`src/rtl/dma_desc_scheduler_pkg.sv`:
```
// Shared types and constants for the DMA descriptor scheduler.
package dma_sched_pkg;

    localparam int unsigned DESC_ID_W   = 8;
    localparam int unsigned DESC_CTRL_W = 21;
    localparam int unsigned CNT_W       = 4;

    // Bit offsets of the descriptor control fields within desc_ctrl_t
    localparam int unsigned SEL_LSB    = 0;
    localparam int unsigned BURST_LSB  = 4;
    localparam int unsigned SIZE_LSB   = 6;
    localparam int unsigned LEN_LSB    = 9;
    localparam int unsigned CH_SEL_LSB = 17;
    localparam int unsigned WRITE_LSB  = 19;
    localparam int unsigned ENDIAN_LSB = 20;

    typedef struct packed {
        logic       endian;
        logic       write;
        logic [1:0] ch_sel;
        logic [7:0] len;
        logic [2:0] size;
        logic [1:0] burst;
        logic [3:0] sel;
    } desc_ctrl_t;

endpackage

```
`src/rtl/dma_desc_scheduler_if.sv`:
```
// Requester, descriptor-read and completion signals of the descriptor scheduler.
interface dma_desc_scheduler_if
    import dma_sched_pkg::*;
#(
    parameter int unsigned N_REQ      = 4,
    parameter int unsigned ADDR_WIDTH = 16
) ();
    logic [N_REQ-1:0]      i_req_valid;
    logic [N_REQ-1:0]      o_req_ready;
    desc_ctrl_t            i_req_ctrl     [N_REQ];
    logic [ADDR_WIDTH-1:0] i_req_dma_addr [N_REQ];
    logic [ADDR_WIDTH-1:0] i_req_mem_addr [N_REQ];

    logic                  o_desc_rready;
    logic                  i_desc_rd;
    logic                  o_desc_endian;
    logic                  o_desc_write;
    logic [1:0]            o_desc_ch_sel;
    logic [7:0]            o_desc_len;
    logic [2:0]            o_desc_size;
    logic [1:0]            o_desc_burst;
    logic [3:0]            o_desc_sel;
    logic [7:0]            o_desc_id;
    logic [ADDR_WIDTH-1:0] o_desc_dma_addr;
    logic [ADDR_WIDTH-1:0] o_desc_mem_addr;

    logic                  i_resp_wr;
    logic [7:0]            i_resp_desc_id;
    logic [1:0]            i_resp_ch_sel;
    logic                  o_resp_wready;
    logic [N_REQ-1:0]      o_cpl_valid;
    logic [7:0]            o_cpl_id;
    logic [1:0]            o_cpl_ch_sel;
    logic                  o_err;

    modport slave (
        input  i_req_valid, i_req_ctrl, i_req_dma_addr, i_req_mem_addr,
        input  i_desc_rd, i_resp_wr, i_resp_desc_id, i_resp_ch_sel,
        output o_req_ready, o_desc_rready, o_desc_endian, o_desc_write,
        output o_desc_ch_sel, o_desc_len, o_desc_size, o_desc_burst, o_desc_sel,
        output o_desc_id, o_desc_dma_addr, o_desc_mem_addr,
        output o_resp_wready, o_cpl_valid, o_cpl_id, o_cpl_ch_sel, o_err
    );

    modport master (
        output i_req_valid, i_req_ctrl, i_req_dma_addr, i_req_mem_addr,
        output i_desc_rd, i_resp_wr, i_resp_desc_id, i_resp_ch_sel,
        input  o_req_ready, o_desc_rready, o_desc_endian, o_desc_write,
        input  o_desc_ch_sel, o_desc_len, o_desc_size, o_desc_burst, o_desc_sel,
        input  o_desc_id, o_desc_dma_addr, o_desc_mem_addr,
        input  o_resp_wready, o_cpl_valid, o_cpl_id, o_cpl_ch_sel, o_err
    );

endinterface

```
`src/rtl/dma_rr_arbiter.sv`:
```
// Round-robin arbiter with eligibility mask; DMA_DESC_SCHED_PRIO_EN gives input 0 strict priority.
module dma_rr_arbiter #(
    parameter int unsigned N     = 4,
    parameter int unsigned IDX_W = 2
) (
    input  logic             clk,
    input  logic             rst_n,
    input  logic [N-1:0]     elig,
    input  logic             advance,
    output logic [N-1:0]     grant_c,
    output logic [IDX_W-1:0] grant_idx_c
);
`ifdef DMA_DESC_SCHED_PRIO_EN
    localparam bit PRIO_EN = 1'b1;
`else
    localparam bit PRIO_EN = 1'b0;
`endif

    logic [IDX_W-1:0] last_grant;

    // Search from last_grant+1 with wrap; input 0 is excluded from the rotation in priority mode
    always_comb begin
        logic             found;
        logic [IDX_W-1:0] idx;
        int unsigned      pos;
        grant_c     = '0;
        grant_idx_c = '0;
        found       = 1'b0;
        idx         = '0;
        pos         = 0;
        if (PRIO_EN && elig[0]) begin
            found      = 1'b1;
            grant_c[0] = 1'b1;
        end
        for (int unsigned k = 1; k <= N; k++) begin
            pos = 32'(last_grant) + k;
            if (pos >= N) pos = pos - N;
            idx = IDX_W'(pos);
            if (!found && elig[idx] && !(PRIO_EN && pos == 0)) begin
                found        = 1'b1;
                grant_c[idx] = 1'b1;
                grant_idx_c  = idx;
            end
        end
    end

    // Priority grants to input 0 leave the rotation pointer untouched
    always_ff @(posedge clk or negedge rst_n) begin
        if (!rst_n) begin
            last_grant <= IDX_W'(N - 1);
        end else if (advance && !(PRIO_EN && grant_c[0])) begin
            last_grant <= grant_idx_c;
        end
    end

endmodule

```
`src/rtl/dma_desc_scheduler.sv`:
```
// Descriptor scheduler: arbitrates requesters, tags and stages descriptors, routes completions.
// Optional build macro DMA_DESC_SCHED_PRIO_EN gives requester 0 strict priority.
module dma_desc_scheduler
    import dma_sched_pkg::*;
#(
    parameter int unsigned N_REQ      = 4,
    parameter int unsigned ADDR_WIDTH = 16,
    parameter int unsigned MAX_OUT    = 4
) (
    input  logic                aclk,
    input  logic                anreset,
    input  logic                aenable,
    dma_desc_scheduler_if.slave bus
);
    localparam int unsigned REQ_W = $clog2(N_REQ);
    localparam int unsigned SEQ_W = DESC_ID_W - REQ_W;

    logic                  load_ok_c;
    logic                  accept_c;
    logic [N_REQ-1:0]      elig_c;
    logic [N_REQ-1:0]      grant_c;
    logic [REQ_W-1:0]      grant_idx_c;
    logic                  resp_fire_c;
    logic [REQ_W-1:0]      resp_req_c;
    logic [N_REQ-1:0]      resp_hit_c;
    logic                  cpl_ok_c;

    logic [CNT_W-1:0]      out_cnt [N_REQ];
    logic [SEQ_W-1:0]      seq     [N_REQ];

    logic                  stage_full;
    desc_ctrl_t            stage_ctrl;
    logic [DESC_ID_W-1:0]  stage_id;
    logic [ADDR_WIDTH-1:0] stage_dma_addr;
    logic [ADDR_WIDTH-1:0] stage_mem_addr;
    logic [N_REQ-1:0]      cpl_valid;
    logic [DESC_ID_W-1:0]  cpl_id;
    logic [1:0]            cpl_ch_sel;
    logic                  err;

    // Eligibility, stage availability and completion decode
    always_comb begin
        load_ok_c   = aenable && (!stage_full || bus.i_desc_rd);
        resp_fire_c = aenable && bus.i_resp_wr;
        resp_req_c  = bus.i_resp_desc_id[DESC_ID_W-1 -: REQ_W];
        elig_c      = '0;
        resp_hit_c  = '0;
        for (int unsigned i = 0; i < N_REQ; i++) begin
            elig_c[i]     = bus.i_req_valid[i] && (out_cnt[i] < CNT_W'(MAX_OUT));
            resp_hit_c[i] = resp_fire_c && (resp_req_c == REQ_W'(i)) && (out_cnt[i] != '0);
        end
        cpl_ok_c = |resp_hit_c;
        accept_c = load_ok_c && (|grant_c);
    end

    dma_rr_arbiter #(
        .N     (N_REQ),
        .IDX_W (REQ_W)
    ) u_arb (
        .clk         (aclk),
        .rst_n       (anreset),
        .elig        (elig_c),
        .advance     (accept_c),
        .grant_c     (grant_c),
        .grant_idx_c (grant_idx_c)
    );

    // Per-requester sequence and outstanding counters; issue and completion may net to zero
    always_ff @(posedge aclk or negedge anreset) begin
        if (!anreset) begin
            for (int unsigned i = 0; i < N_REQ; i++) begin
                out_cnt[i] <= '0;
                seq[i]     <= '0;
            end
        end else begin
            for (int unsigned i = 0; i < N_REQ; i++) begin
                out_cnt[i] <= out_cnt[i] + CNT_W'(accept_c && grant_c[i]) - CNT_W'(resp_hit_c[i]);
                if (accept_c && grant_c[i]) seq[i] <= seq[i] + SEQ_W'(1);
            end
        end
    end

    // Single-entry output stage; holds while the DMA has not consumed it
    always_ff @(posedge aclk or negedge anreset) begin
        if (!anreset) begin
            stage_full     <= 1'b0;
            stage_ctrl     <= '0;
            stage_id       <= '0;
            stage_dma_addr <= '0;
            stage_mem_addr <= '0;
        end else if (load_ok_c) begin
            stage_full <= accept_c;
            if (accept_c) begin
                stage_ctrl     <= bus.i_req_ctrl[grant_idx_c];
                stage_id       <= {grant_idx_c, seq[grant_idx_c]};
                stage_dma_addr <= bus.i_req_dma_addr[grant_idx_c];
                stage_mem_addr <= bus.i_req_mem_addr[grant_idx_c];
            end
        end
    end

    // Completion pulse and sticky error for completions with nothing outstanding
    always_ff @(posedge aclk or negedge anreset) begin
        if (!anreset) begin
            cpl_valid  <= '0;
            cpl_id     <= '0;
            cpl_ch_sel <= '0;
            err        <= 1'b0;
        end else begin
            cpl_valid <= resp_hit_c;
            if (cpl_ok_c) begin
                cpl_id     <= bus.i_resp_desc_id;
                cpl_ch_sel <= bus.i_resp_ch_sel;
            end
            if (resp_fire_c && !cpl_ok_c) err <= 1'b1;
        end
    end

    assign bus.o_req_ready     = load_ok_c ? grant_c : '0;
    assign bus.o_resp_wready   = aenable;
    assign bus.o_desc_rready   = stage_full;
    assign bus.o_desc_endian   = stage_ctrl.endian;
    assign bus.o_desc_write    = stage_ctrl.write;
    assign bus.o_desc_ch_sel   = stage_ctrl.ch_sel;
    assign bus.o_desc_len      = stage_ctrl.len;
    assign bus.o_desc_size     = stage_ctrl.size;
    assign bus.o_desc_burst    = stage_ctrl.burst;
    assign bus.o_desc_sel      = stage_ctrl.sel;
    assign bus.o_desc_id       = stage_id;
    assign bus.o_desc_dma_addr = stage_dma_addr;
    assign bus.o_desc_mem_addr = stage_mem_addr;
    assign bus.o_cpl_valid     = cpl_valid;
    assign bus.o_cpl_id        = cpl_id;
    assign bus.o_cpl_ch_sel    = cpl_ch_sel;
    assign bus.o_err           = err;

endmodule

```
`src/flat_wrapper.sv`:
```
// flat-port wrapper written by rule: the top's interface ports become plain ports
module dma_desc_scheduler_flat import dma_sched_pkg::*;
#(
    parameter int unsigned N_REQ      = 4,
    parameter int unsigned ADDR_WIDTH = 16,
    parameter int unsigned MAX_OUT    = 4
)
  (aclk, anreset, aenable, bus_i_req_valid, bus_i_req_ctrl, bus_i_req_dma_addr, bus_i_req_mem_addr, bus_i_desc_rd, bus_i_resp_wr, bus_i_resp_desc_id, bus_i_resp_ch_sel, bus_o_req_ready, bus_o_desc_rready, bus_o_desc_endian, bus_o_desc_write, bus_o_desc_ch_sel, bus_o_desc_len, bus_o_desc_size, bus_o_desc_burst, bus_o_desc_sel, bus_o_desc_id, bus_o_desc_dma_addr, bus_o_desc_mem_addr, bus_o_resp_wready, bus_o_cpl_valid, bus_o_cpl_id, bus_o_cpl_ch_sel, bus_o_err);
  dma_desc_scheduler_if #(.N_REQ(N_REQ), .ADDR_WIDTH(ADDR_WIDTH)) bus_i ();
  input  logic aclk;
  input  logic anreset;
  input  logic aenable;
  input wire logic [$bits(bus_i.i_req_valid)-1:0] bus_i_req_valid;
  input wire logic [$bits(bus_i.i_req_ctrl)-1:0] bus_i_req_ctrl;
  input wire logic [$bits(bus_i.i_req_dma_addr)-1:0] bus_i_req_dma_addr;
  input wire logic [$bits(bus_i.i_req_mem_addr)-1:0] bus_i_req_mem_addr;
  input wire logic [$bits(bus_i.i_desc_rd)-1:0] bus_i_desc_rd;
  input wire logic [$bits(bus_i.i_resp_wr)-1:0] bus_i_resp_wr;
  input wire logic [$bits(bus_i.i_resp_desc_id)-1:0] bus_i_resp_desc_id;
  input wire logic [$bits(bus_i.i_resp_ch_sel)-1:0] bus_i_resp_ch_sel;
  output wire logic [$bits(bus_i.o_req_ready)-1:0] bus_o_req_ready;
  output wire logic [$bits(bus_i.o_desc_rready)-1:0] bus_o_desc_rready;
  output wire logic [$bits(bus_i.o_desc_endian)-1:0] bus_o_desc_endian;
  output wire logic [$bits(bus_i.o_desc_write)-1:0] bus_o_desc_write;
  output wire logic [$bits(bus_i.o_desc_ch_sel)-1:0] bus_o_desc_ch_sel;
  output wire logic [$bits(bus_i.o_desc_len)-1:0] bus_o_desc_len;
  output wire logic [$bits(bus_i.o_desc_size)-1:0] bus_o_desc_size;
  output wire logic [$bits(bus_i.o_desc_burst)-1:0] bus_o_desc_burst;
  output wire logic [$bits(bus_i.o_desc_sel)-1:0] bus_o_desc_sel;
  output wire logic [$bits(bus_i.o_desc_id)-1:0] bus_o_desc_id;
  output wire logic [$bits(bus_i.o_desc_dma_addr)-1:0] bus_o_desc_dma_addr;
  output wire logic [$bits(bus_i.o_desc_mem_addr)-1:0] bus_o_desc_mem_addr;
  output wire logic [$bits(bus_i.o_resp_wready)-1:0] bus_o_resp_wready;
  output wire logic [$bits(bus_i.o_cpl_valid)-1:0] bus_o_cpl_valid;
  output wire logic [$bits(bus_i.o_cpl_id)-1:0] bus_o_cpl_id;
  output wire logic [$bits(bus_i.o_cpl_ch_sel)-1:0] bus_o_cpl_ch_sel;
  output wire logic [$bits(bus_i.o_err)-1:0] bus_o_err;
  assign bus_i.i_req_valid = bus_i_req_valid;
  assign bus_i.i_req_ctrl = {>>{bus_i_req_ctrl}};
  assign bus_i.i_req_dma_addr = {>>{bus_i_req_dma_addr}};
  assign bus_i.i_req_mem_addr = {>>{bus_i_req_mem_addr}};
  assign bus_i.i_desc_rd = bus_i_desc_rd;
  assign bus_i.i_resp_wr = bus_i_resp_wr;
  assign bus_i.i_resp_desc_id = bus_i_resp_desc_id;
  assign bus_i.i_resp_ch_sel = bus_i_resp_ch_sel;
  assign bus_o_req_ready = bus_i.o_req_ready;
  assign bus_o_desc_rready = bus_i.o_desc_rready;
  assign bus_o_desc_endian = bus_i.o_desc_endian;
  assign bus_o_desc_write = bus_i.o_desc_write;
  assign bus_o_desc_ch_sel = bus_i.o_desc_ch_sel;
  assign bus_o_desc_len = bus_i.o_desc_len;
  assign bus_o_desc_size = bus_i.o_desc_size;
  assign bus_o_desc_burst = bus_i.o_desc_burst;
  assign bus_o_desc_sel = bus_i.o_desc_sel;
  assign bus_o_desc_id = bus_i.o_desc_id;
  assign bus_o_desc_dma_addr = bus_i.o_desc_dma_addr;
  assign bus_o_desc_mem_addr = bus_i.o_desc_mem_addr;
  assign bus_o_resp_wready = bus_i.o_resp_wready;
  assign bus_o_cpl_valid = bus_i.o_cpl_valid;
  assign bus_o_cpl_id = bus_i.o_cpl_id;
  assign bus_o_cpl_ch_sel = bus_i.o_cpl_ch_sel;
  assign bus_o_err = bus_i.o_err;
  dma_desc_scheduler #(.N_REQ(N_REQ), .ADDR_WIDTH(ADDR_WIDTH), .MAX_OUT(MAX_OUT)) u_core (.aclk(aclk), .anreset(anreset), .aenable(aenable), .bus(bus_i));
endmodule
```
`config.mk`:
```
export PLATFORM = sky130hd
export DESIGN_NAME = dma_desc_scheduler_flat
export DESIGN_NICKNAME = d
export VERILOG_FILES = /design/src/rtl/dma_desc_scheduler_pkg.sv /design/src/rtl/dma_desc_scheduler_if.sv /design/src/rtl/dma_rr_arbiter.sv /design/src/rtl/dma_desc_scheduler.sv /design/src/flat_wrapper.sv
export SDC_FILE = /design/constraint.sdc
export NUM_CORES = 1
export LEC_CHECK = 0
export ABC_AREA = 1
export CORE_MARGIN = 4
export CORE_UTILIZATION = 42
export DETAILED_ROUTE_END_ITERATION = 10
export PLACE_DENSITY = 0.78
export SETUP_SLACK_MARGIN = 0.5
export SLEW_MARGIN = 40
export SYNTH_ARGS = -nofsm -noshare
export SYNTH_HDL_FRONTEND = slang
export SYNTH_SLANG_ARGS = --single-unit
```
`constraint.sdc`:
```
create_clock -name aclk -period 2.54 [get_ports aclk]
set_input_delay 0.381 -clock aclk [delete_from_list [all_inputs] [get_ports aclk]]
set_output_delay 0.381 -clock aclk [all_outputs]
set_load 0.02 [all_outputs]
```
Yosys cells after proc, flatten, opt, wreduce, memory -nomap -nowiden:

Cells that the tools add are included.

* register bits: 119
* bits of input ports: 231
* word-level logic and storage cells: 153

* add/subtract/negate cells: 20
* magnitude comparators: 17
* equality and inequality tests: 3
* mux-type cells: 44
* bitwise logic cells: 4
* reduce and logical (&&, ||, !) cells: 41

Operators by type and width (count)
* binary-select mux 16 bit (select 2 bit): 2
* two-way mux 16 bit: 4
* binary-select mux 21 bit (select 2 bit): 1
* two-way mux 21 bit: 2
* logical AND 1 bit: 27
* adder 6 x 1 -> 6 bit, second input constant: 4
* two-way mux 4 bit: 5
* adder 4 x 1 -> 4 bit: 4
* less-than comparator 4 x 3 -> 1 bit, second input constant: 4
* two-way mux 2 bit: 8
* nonzero test 4 bit: 4
* subtractor 4 x 1 -> 4 bit: 4
* binary-select mux 6 bit (select 2 bit): 1
* greater-or-equal comparator 3 bit, second input constant: 4
* less-than comparator 2 x 3 -> 1 bit, second input constant: 4
* two-way mux 6 bit: 2
* bitwise OR 4 bit: 3
* two-way mux 1 bit: 11
* binary-select mux 1 bit (select 2 bit): 4
* demux 1 bit (select 2 bit): 4
* greater-or-equal comparator 2 x 1 -> 1 bit, second input constant: 4
* OR reduction 4 bit: 2
* subtractor 2 x 1 -> 2 bit, second input constant: 4
* adder 2 x 2 -> 3 bit, second input constant: 2
* other kinds (10): 15

Longest topological paths before layout:

Gate-level depths: netlist of run 1.

* depth in word-level cells: 20
* depth in mapped cells: 17
* mapped depth without buffers: 16

Modules after synthesis:

A second synthesis of run 1 with hierarchy kept.

* cell total of the unflattened synthesis: 1009
* area total of the unflattened synthesis: 7542.2 um2

Modules (own cells, without submodules)
* dma_desc_scheduler: times used 1, cells an instance 918, area each 6960.4 um2, sequential area each 2927.8 um2
* dma_rr_arbiter: times used 1, cells an instance 91, area each 581.8 um2, sequential area each 52.6 um2

Least setup slack after synthesis of run 1:

OpenSTA, ideal clock, no wires.

* kind: reg2reg
* from: register u_core.u_arb.last_grant[1]
* to: register u_core.out_cnt[2] (netlist bit)
* data arrival time: 2.697 ns
* data required time: 2.417 ns
* path slack: -0.279 ns
* stages on the path, launching flop included: 15
* cells stage by stage: dfstp_2 -> inv_1 -> ha_1 -> inv_1 -> nand3_2 -> nand2_4 -> nor2_8 -> nand4_1 -> nand3_1 -> nand2_1 -> inv_1 -> ha_1 -> inv_1 -> fa_1 -> xnor2_1

* word-level cells in the longest chain between the ends: 20
* elaborated cells between the ends (all ways): 65

RTL lines
* start, declared: RTL line dma_rr_arbiter.sv:19 `logic [IDX_W-1:0] last_grant;`
* start signal, assigned: RTL line dma_rr_arbiter.sv:50 `last_grant <= IDX_W'(N - 1);`
* start signal, assigned: RTL line dma_rr_arbiter.sv:52 `last_grant <= grant_idx_c;`
* parallel branches: the longest is 14 deep, another holds adder 2 x 1 -> 3 bit
* two-way mux 4 bit (*): RTL line dma_rr_arbiter.sv:39 `if (!found && elig[idx] && !(PRIO_EN && pos == 0)) begin`
* OR reduction 4 bit: RTL line dma_desc_scheduler.sv:53 `accept_c = load_ok_c && (|grant_c);`
* logical AND 1 bit: RTL line dma_desc_scheduler.sv:53
* logical AND 1 bit (*): RTL line dma_desc_scheduler.sv:77 `out_cnt[i] <= out_cnt[i] + CNT_W'(accept_c && grant_c[i]) - CNT_W'(resp_hit_c[i]);`
* adder 4 x 1 -> 4 bit (*): RTL line dma_desc_scheduler.sv:77
* subtractor 4 x 1 -> 4 bit (*): RTL line dma_desc_scheduler.sv:77
* end signal, assigned by index: RTL line dma_desc_scheduler.sv:77
* end, declared: RTL line dma_desc_scheduler.sv:28 `logic [CNT_W-1:0] out_cnt [N_REQ];`

Mark *: on every way between the ends. The select of a mux whose other input is x is not followed.
A chain may end at the register's enable or synchronous reset.

Final worst setup path of run 1:

* from: register u_core.u_arb.last_grant[0]
* to: output port bus_o_req_ready[0]

* word-level cells in the longest chain between the ends: 16
* elaborated cells between the ends (all ways): 61

RTL lines
* parallel branches: the longest is 14 deep, another holds adder 2 x 1 -> 3 bit
* two-way mux 4 bit (*): RTL line dma_rr_arbiter.sv:39
* two-way mux 4 bit (*): RTL line dma_desc_scheduler.sv:119 `assign bus.o_req_ready = load_ok_c ? grant_c : '0;`
* end, declared: RTL line flat_wrapper.sv:21 `output wire logic [$bits(bus_i.o_req_ready)-1:0] bus_o_req_ready;`

Marked as above.

==> flow_summary.toml, run 1 <==
[worst_setup_path]
crit_path_end_kind = "primary output"
r2r_slack_ps = -110
cp.required_ps = 2160
worstPathArrival_ps = 2290
start_kind = "flip-flop"
path_class = "flip-flop to primary output"
worstPathMaxFanout = 9

[floorplan]
placeableCoreArea_um2 = 21000
start_util_pct = 42.6
die-width_um = 154
ioPinCount = 313
dieArea_um2 = 23700
rows = 53
die_y_um = 154

[cts]
cts_root_buf = "clkbuf_16"
cts_hold_buf = 0
clk_latency_ps = 420
cts_made_buffers = 17
htreeDepth = 4
clkTransAtPathRegs_ps = 60
cts.sinks = 119
cts_tree = "built"
clockBufferDepth = 2

[synthesis]
yosys.area.top_type = "dfrtp_1"
yosysWarnings = 0
syn-num-nets = 1613
seq_area_frac_synth_pct = 33.2
netlist_area_um2 = 8960
synth-seq-cells = 119
synth_adder_area_share_pct = 5.92
synth_area_leaders = "dfrtp_1 33%, nand3_1 18%, nand2_1 16%"
synth_top_area_share_pct = 32.7
synth.area.mux_share_pct = 0
synthDistinctLibCells = 31
synth-simple-area-share_pct = 39.3
synth_compound_area_share_pct = 1.13
synth_top_family_by_area = "simple AND/OR/NAND/NOR gates"
synth_xor_area_share_pct = 2.64
syn_inst = 1342
synth.avg_cell_area_um2 = 6.68

[grt]
grt_antenna_before_repair = 0
grt.total_usage_pct = 28.4
grt_max_degree = 53
grt_pass1_wl_um = 54100
grt.overflow.total = 0
grt_pass1_vias = 10124

[pwr]
powerDensity_nw_per_um2 = 1880
power_frac_seq_pct = 12.0
pwr-share-clk_pct = 9.2
p_sw_share_pct = 47.3
p_comb_share_pct = 78.7
p_total_uw = 27900
vdd_drop_max_mv = 1.30
internal_power_uw = 14700
p_sw_uw = 13200
p_leak_uw = 0.00795

[routing]
vias = 10289
drt_wl_total_um = 35000
drt_first_pass_iters = 6
drt_iter0_drc = 969
detail-route-antenna-nets = 0
detail_route.wl_per_cell_um = 17.4
drc = 0
via_per_inst = 5.11

[cells_and_area]
area_growth_pct = 65.1
stdcell_area_um2 = 14800
mostFrequentLayoutCell = "nand2_1"
drive_gt1_share_pct = 15.7
n_fill_cell = 1640
nets = 1995
diodes = 0
layout_common_cells = "372 x nand2_1, 307 x clkdlybuf4s50_1, 305 x nand3_1, 279 x inv_1, 117 x dfrtp_1"

[run_status]
status = "finished with violations"
violations = "setup timing"

[timing]
slew_viol_final = 0
max-slew-margin-rel_pct = 50.1
rsz0062_at_grt = "true"
fin_worst_skew_ps = 11.0
setup_viol = 22
period_minus_slack_ps = 2670
setup_tns_ps = -914
hold_viol_final = 0
max_clock_freq_mhz = 374
fin_crit_sh_pct = 105
finalHoldWorstSlack_ps = 23.3
worstMarginPinSlew_ps = 748
worst_slack_ps = -132

[hold_path]
hp-class = "input port to asynchronous set/reset pin"

[place]
place_hpwl_um = 22400
place_congestion = 0.905
dpl_cell_area_um2 = 12800
dp_slack_ps = -326
portBuffers = 312

[job]
maxCapViolCount = 0
cell type report:
type | count | area (um2) | area share, %
Sequential cell | 119 | 2980 | 20.1
Tap cell | 275 | 344 | 2.33
Inverter | 297 | 1140 | 7.71
Timing Repair Buffer | 435 | 4900 | 33.1
Multi-Input combinational cell | 854 | 4810 | 32.5
Clock buffer | 19 | 453 | 3.06
Clock inverter | 13 | 169 | 1.14
final timing paths:
kind,from,to,depth (start not counted)
min,anreset,u_core.bus.o_desc_id[1]$_DFFE_PN0P_,1
max in group asynchronous,anreset,u_core.u_arb.last_grant[0]$_DFFE_PN1N_,2
max,u_core.u_arb.last_grant[0]$_DFFE_PN1N_,bus_o_req_ready[0],13
min in group aclk,u_core.bus.o_desc_size[1]$_DFFE_PN0P_,u_core.bus.o_desc_size[1]$_DFFE_PN0P_,2
min reg2reg,u_core.bus.o_desc_size[1]$_DFFE_PN0P_,u_core.bus.o_desc_size[1]$_DFFE_PN0P_,2
max reg2reg,u_core.u_arb.last_grant[0]$_DFFE_PN1N_,u_core.out_cnt[9]$_DFF_PN0_,17
metrics by stage:
stage	utilization, %	cells
finish	70.4	2012
global placement	60.7	1922
detailed placement	60.7	1922
CTS	69.1	1999
floorplan	-	1342
global route	70.4	2012
logic make-up after synthesis:
family          Yosys count
flops                   119
compound gates           19
xor+xnor                 27
simple gates            768
fa+ha+maj                40
buf+inv                 369
power by group through the flow:
stage	clock, uW	combinational, uW	sequential (uW)
floorplan	0	10400	3950
global placement	0	15700	3330
detailed placement	0	15900	3350
CTS	2600	20800	3340
global route	2680	23700	3460
finish	2570	22000	3360
state kept, by name, indices dropped and copies added, names as in the netlist:
register,count
u_core.bus.o_desc_sel,4
u_core.bus.o_desc_write,1
u_core.bus.o_desc_mem_addr,16
u_core.bus.o_desc_ch_sel,2
u_core.bus.o_err,1
u_core.bus.o_desc_endian,1
u_core.bus.o_desc_burst,2
u_core.bus.o_desc_dma_addr,16
u_core.bus.o_desc_rready,1
u_core.bus.o_cpl_valid,4
u_core.bus.o_cpl_id,8
u_core.bus.o_desc_size,3
u_core.bus.o_desc_id,8
u_core.out_cnt,16
u_core.bus.o_desc_len,8
u_core.u_arb.last_grant,2
u_core.seq,24
u_core.bus.o_cpl_ch_sel,2
routing by layer:
metal  track usage [%]  vias up  part of all wire, %
li1                  -     4889                    -
met5                 0        -                    0
met4              12.1        0                  4.2
met2              48.3      527                   49
met1              35.6     4769                   40
met3              4.90      104                  7.4
critical path, stage by stage (launching register included):
cell and delay, ps:
dfstp_2 560, inv_4 50, buf_8 130, nand3_4 70, nand2_4 70, nand2_4 70, nand2_4 70, buf_12 130
nor2_8 150, nand4_1 140, nand2_2 160, nand2_4 90, inv_4 70, buf_6 110
timing repair:
action                     4_1_cts  5_1_grt
gates cloned                    16        2
setup endpoints to repair      114      108
pin swaps                       28       14
gates resized for setup        117       36
setup buffers                   29       11
cell usage after synthesis, drive strengths merged:
master / instances
a21oi: 4
a311oi: 1
buf: 69
clkbuf: 3
clkinv: 1
dfrtp: 117
dfstp: 2
fa: 4
ha: 36
inv: 296
nand2: 393
nand3: 343
nand4: 8
nor2: 18
nor3: 5
nor3b: 1
o21ai: 13
o21bai: 1
xnor2: 7
xor2: 20
(Power assumes the default switching activity.)
==> inputs of run 2 (changes only) <==
Settings changed: SKIP_CTS_REPAIR_TIMING set to 1.
==> run 2 against run 1 <==
  * The flow still finishes with violations (setup timing)
  * Clock power about the same
  * Sequential power about the same
  * Final cell count down 1.2%
  * Fmax up 1.1%
  * Worst hold slack worse by 14 ps
  * Non-clock buffer count down 26
  * Global-route usage down 3.3 points
  * Via count down 1.9%
  * Clock-buffer cell count unchanged
  * Largest cell class is now multi-input gates
  * Clock skew down 2.7 ps
  * Die area unchanged
  * Routed wire length down 3.3%
==> flow_summary.toml, run 2 (synthesized netlist as in run 1, its figures left out) <==
[run_status]
status = "finished with violations"
violations = "setup timing"

[routing]
drc = 0
vias = 10093
drt_first_pass_iters = 6
drt_iter0_drc = 937
detail_route.wl_per_cell_um = 17.0
detail-route-antenna-nets = 0
via_per_inst = 5.08
drt_wl_total_um = 33800

[cells_and_area]
fin_util_pct = 67.9
layout_common_cells = "372 x nand2_1, 307 x clkdlybuf4s50_1, 304 x nand3_1, 276 x inv_1, 117 x dfrtp_1"
drive_gt1_share_pct = 14.5
stdcell_area_um2 = 14300
area_growth_pct = 59.2
n_fill_cell = 1736
largest_reg_flops = 24
multiInputGateArea_um2 = 4800
regMostFlops = "u_core.seq"
instances_no_fill = 1987
nets = 1970
mostFrequentLayoutCell = "nand2_1"
seq_area_um2 = 2980
diodes = 0

[worst_setup_path]
cp_slowest_cell = "dfstp_2"
cp_common_cell = "inv_4"
crit_path_end_kind = "primary output"
crit_buf_inv = 4
cp.required_ps = 2160
worstPathArrival_ps = 2260
worstPathMaxFanout = 8
crit_chain = "inv_4 -> ha_4 -> inv_4 -> nand3_4 -> nand2_4 -> nor2_8 -> nand4_1 -> nand2_1 -> nand2_2 -> inv_4 -> buf_6"
start_kind = "flip-flop"
path_class = "flip-flop to primary output"
max_stage_delay_ps = 570
path_delay_family = "simple AND/OR/NAND/NOR gates"

[timing]
max_clock_freq_mhz = 378
hold_viol_final = 0
rsz0062_at_grt = "true"
period_minus_slack_ps = 2640
worst_slack_ps = -103
setup_viol = 27
fin_crit_sh_pct = 104
fin_worst_skew_ps = 8.28
worstMarginPinSlew_ps = 751
max-slew-margin-rel_pct = 49.9
slew_viol_final = 0

[pwr]
vdd_drop_max_mv = 1.15
powerDensity_nw_per_um2 = 1750
p_leak_uw = 0.00764

[floorplan]
placeableCoreArea_um2 = 21000
ioPinCount = 313
die_y_um = 154
rows = 53
dieArea_um2 = 23700
die-width_um = 154
start_util_pct = 42.6

[grt]
grt_antenna_before_repair = 0
grt_pass1_vias = 9252
grt_pass1_wl_um = 48500
grt_max_degree = 63
grt.overflow.total = 0
grt.total_usage_pct = 25.1

[cts]
cts_root_buf = "clkbuf_16"
cts.sinks = 119
htreeDepth = 4
clkTransAtPathRegs_ps = 60
clk_latency_ps = 420
clockBufferDepth = 2
cts_tree = "built"
cts_made_buffers = 17

[place]
place_hpwl_um = 22400
dpl_cell_area_um2 = 12800
dp_slack_ps = -326
dp.cells = 1922
place_congestion = 0.905
portBuffers = 312

[job]
maxCapViolCount = 0

[hold_path]
hp-class = "input port to asynchronous set/reset pin"
[run 2: per-stage QoR]
step                      total power (uW)  hold WS [ps]  setup TNS, ps
after floorplan                      14300          85.4              0
after global placement               19000           454          -4590
after detailed placement             19300           458          -8790
after CTS                            22000          37.0          -3090
after global routing                 26800          84.7          -9000
final                                24900          9.01          -1090
[run 2: final timing paths]
path	start	endpoint	slack, ps	cells past startpoint
min	anreset	u_core.bus.o_desc_dma_addr[1]$_DFFE_PN0P_	9	1
max reg2reg	u_core.u_arb.last_grant[0]$_DFFE_PN1N_	u_core.bus.o_desc_dma_addr[9]$_DFFE_PN0P_	-100	16
min in group aclk	u_core.bus.o_desc_size[0]$_DFFE_PN0P_	u_core.bus.o_desc_size[0]$_DFFE_PN0P_	470	2
min reg2reg	u_core.bus.o_desc_size[0]$_DFFE_PN0P_	u_core.bus.o_desc_size[0]$_DFFE_PN0P_	470	2
max	u_core.u_arb.last_grant[0]$_DFFE_PN1N_	bus_o_req_ready[0]	-100	11
max in group asynchronous	anreset	u_core.u_arb.last_grant[0]$_DFFE_PN1N_	1790	2
[run 2: worst register-to-register path: cells and delay by family, from the launching register on]
kind	cells	cell delay, ps
buf+inv	5	650
fa+ha+maj	1	300
simple gates	10	1010
flops	1	570
[run 2: layout make-up]
class                   count  area share, %
multi-input cells         855           33.6
repair buffers            409           30.7
flip-flops and latches    119           20.9
inverters                 297           8.03
clock buffers              19           3.17
well taps                 275           2.41
clock inverters            13           1.18
[run 2: power by group]
group          internal, uW  switching (uW)  total (uW)
combinational          7940           11100       19000
clock                  1600             961        2570
sequential             2850             508        3360
[run 2: routing by layer]
layer | track usage, % | wire [um] | vias to the layer above
li1 | - | - | 4840
met1 | 32.5 | 13700 | 4681
met2 | 42.2 | 16300 | 487
met3 | 4.59 | 2570 | 85
met4 | 8.79 | 1150 | 0
met5 | 0 | 0 | -
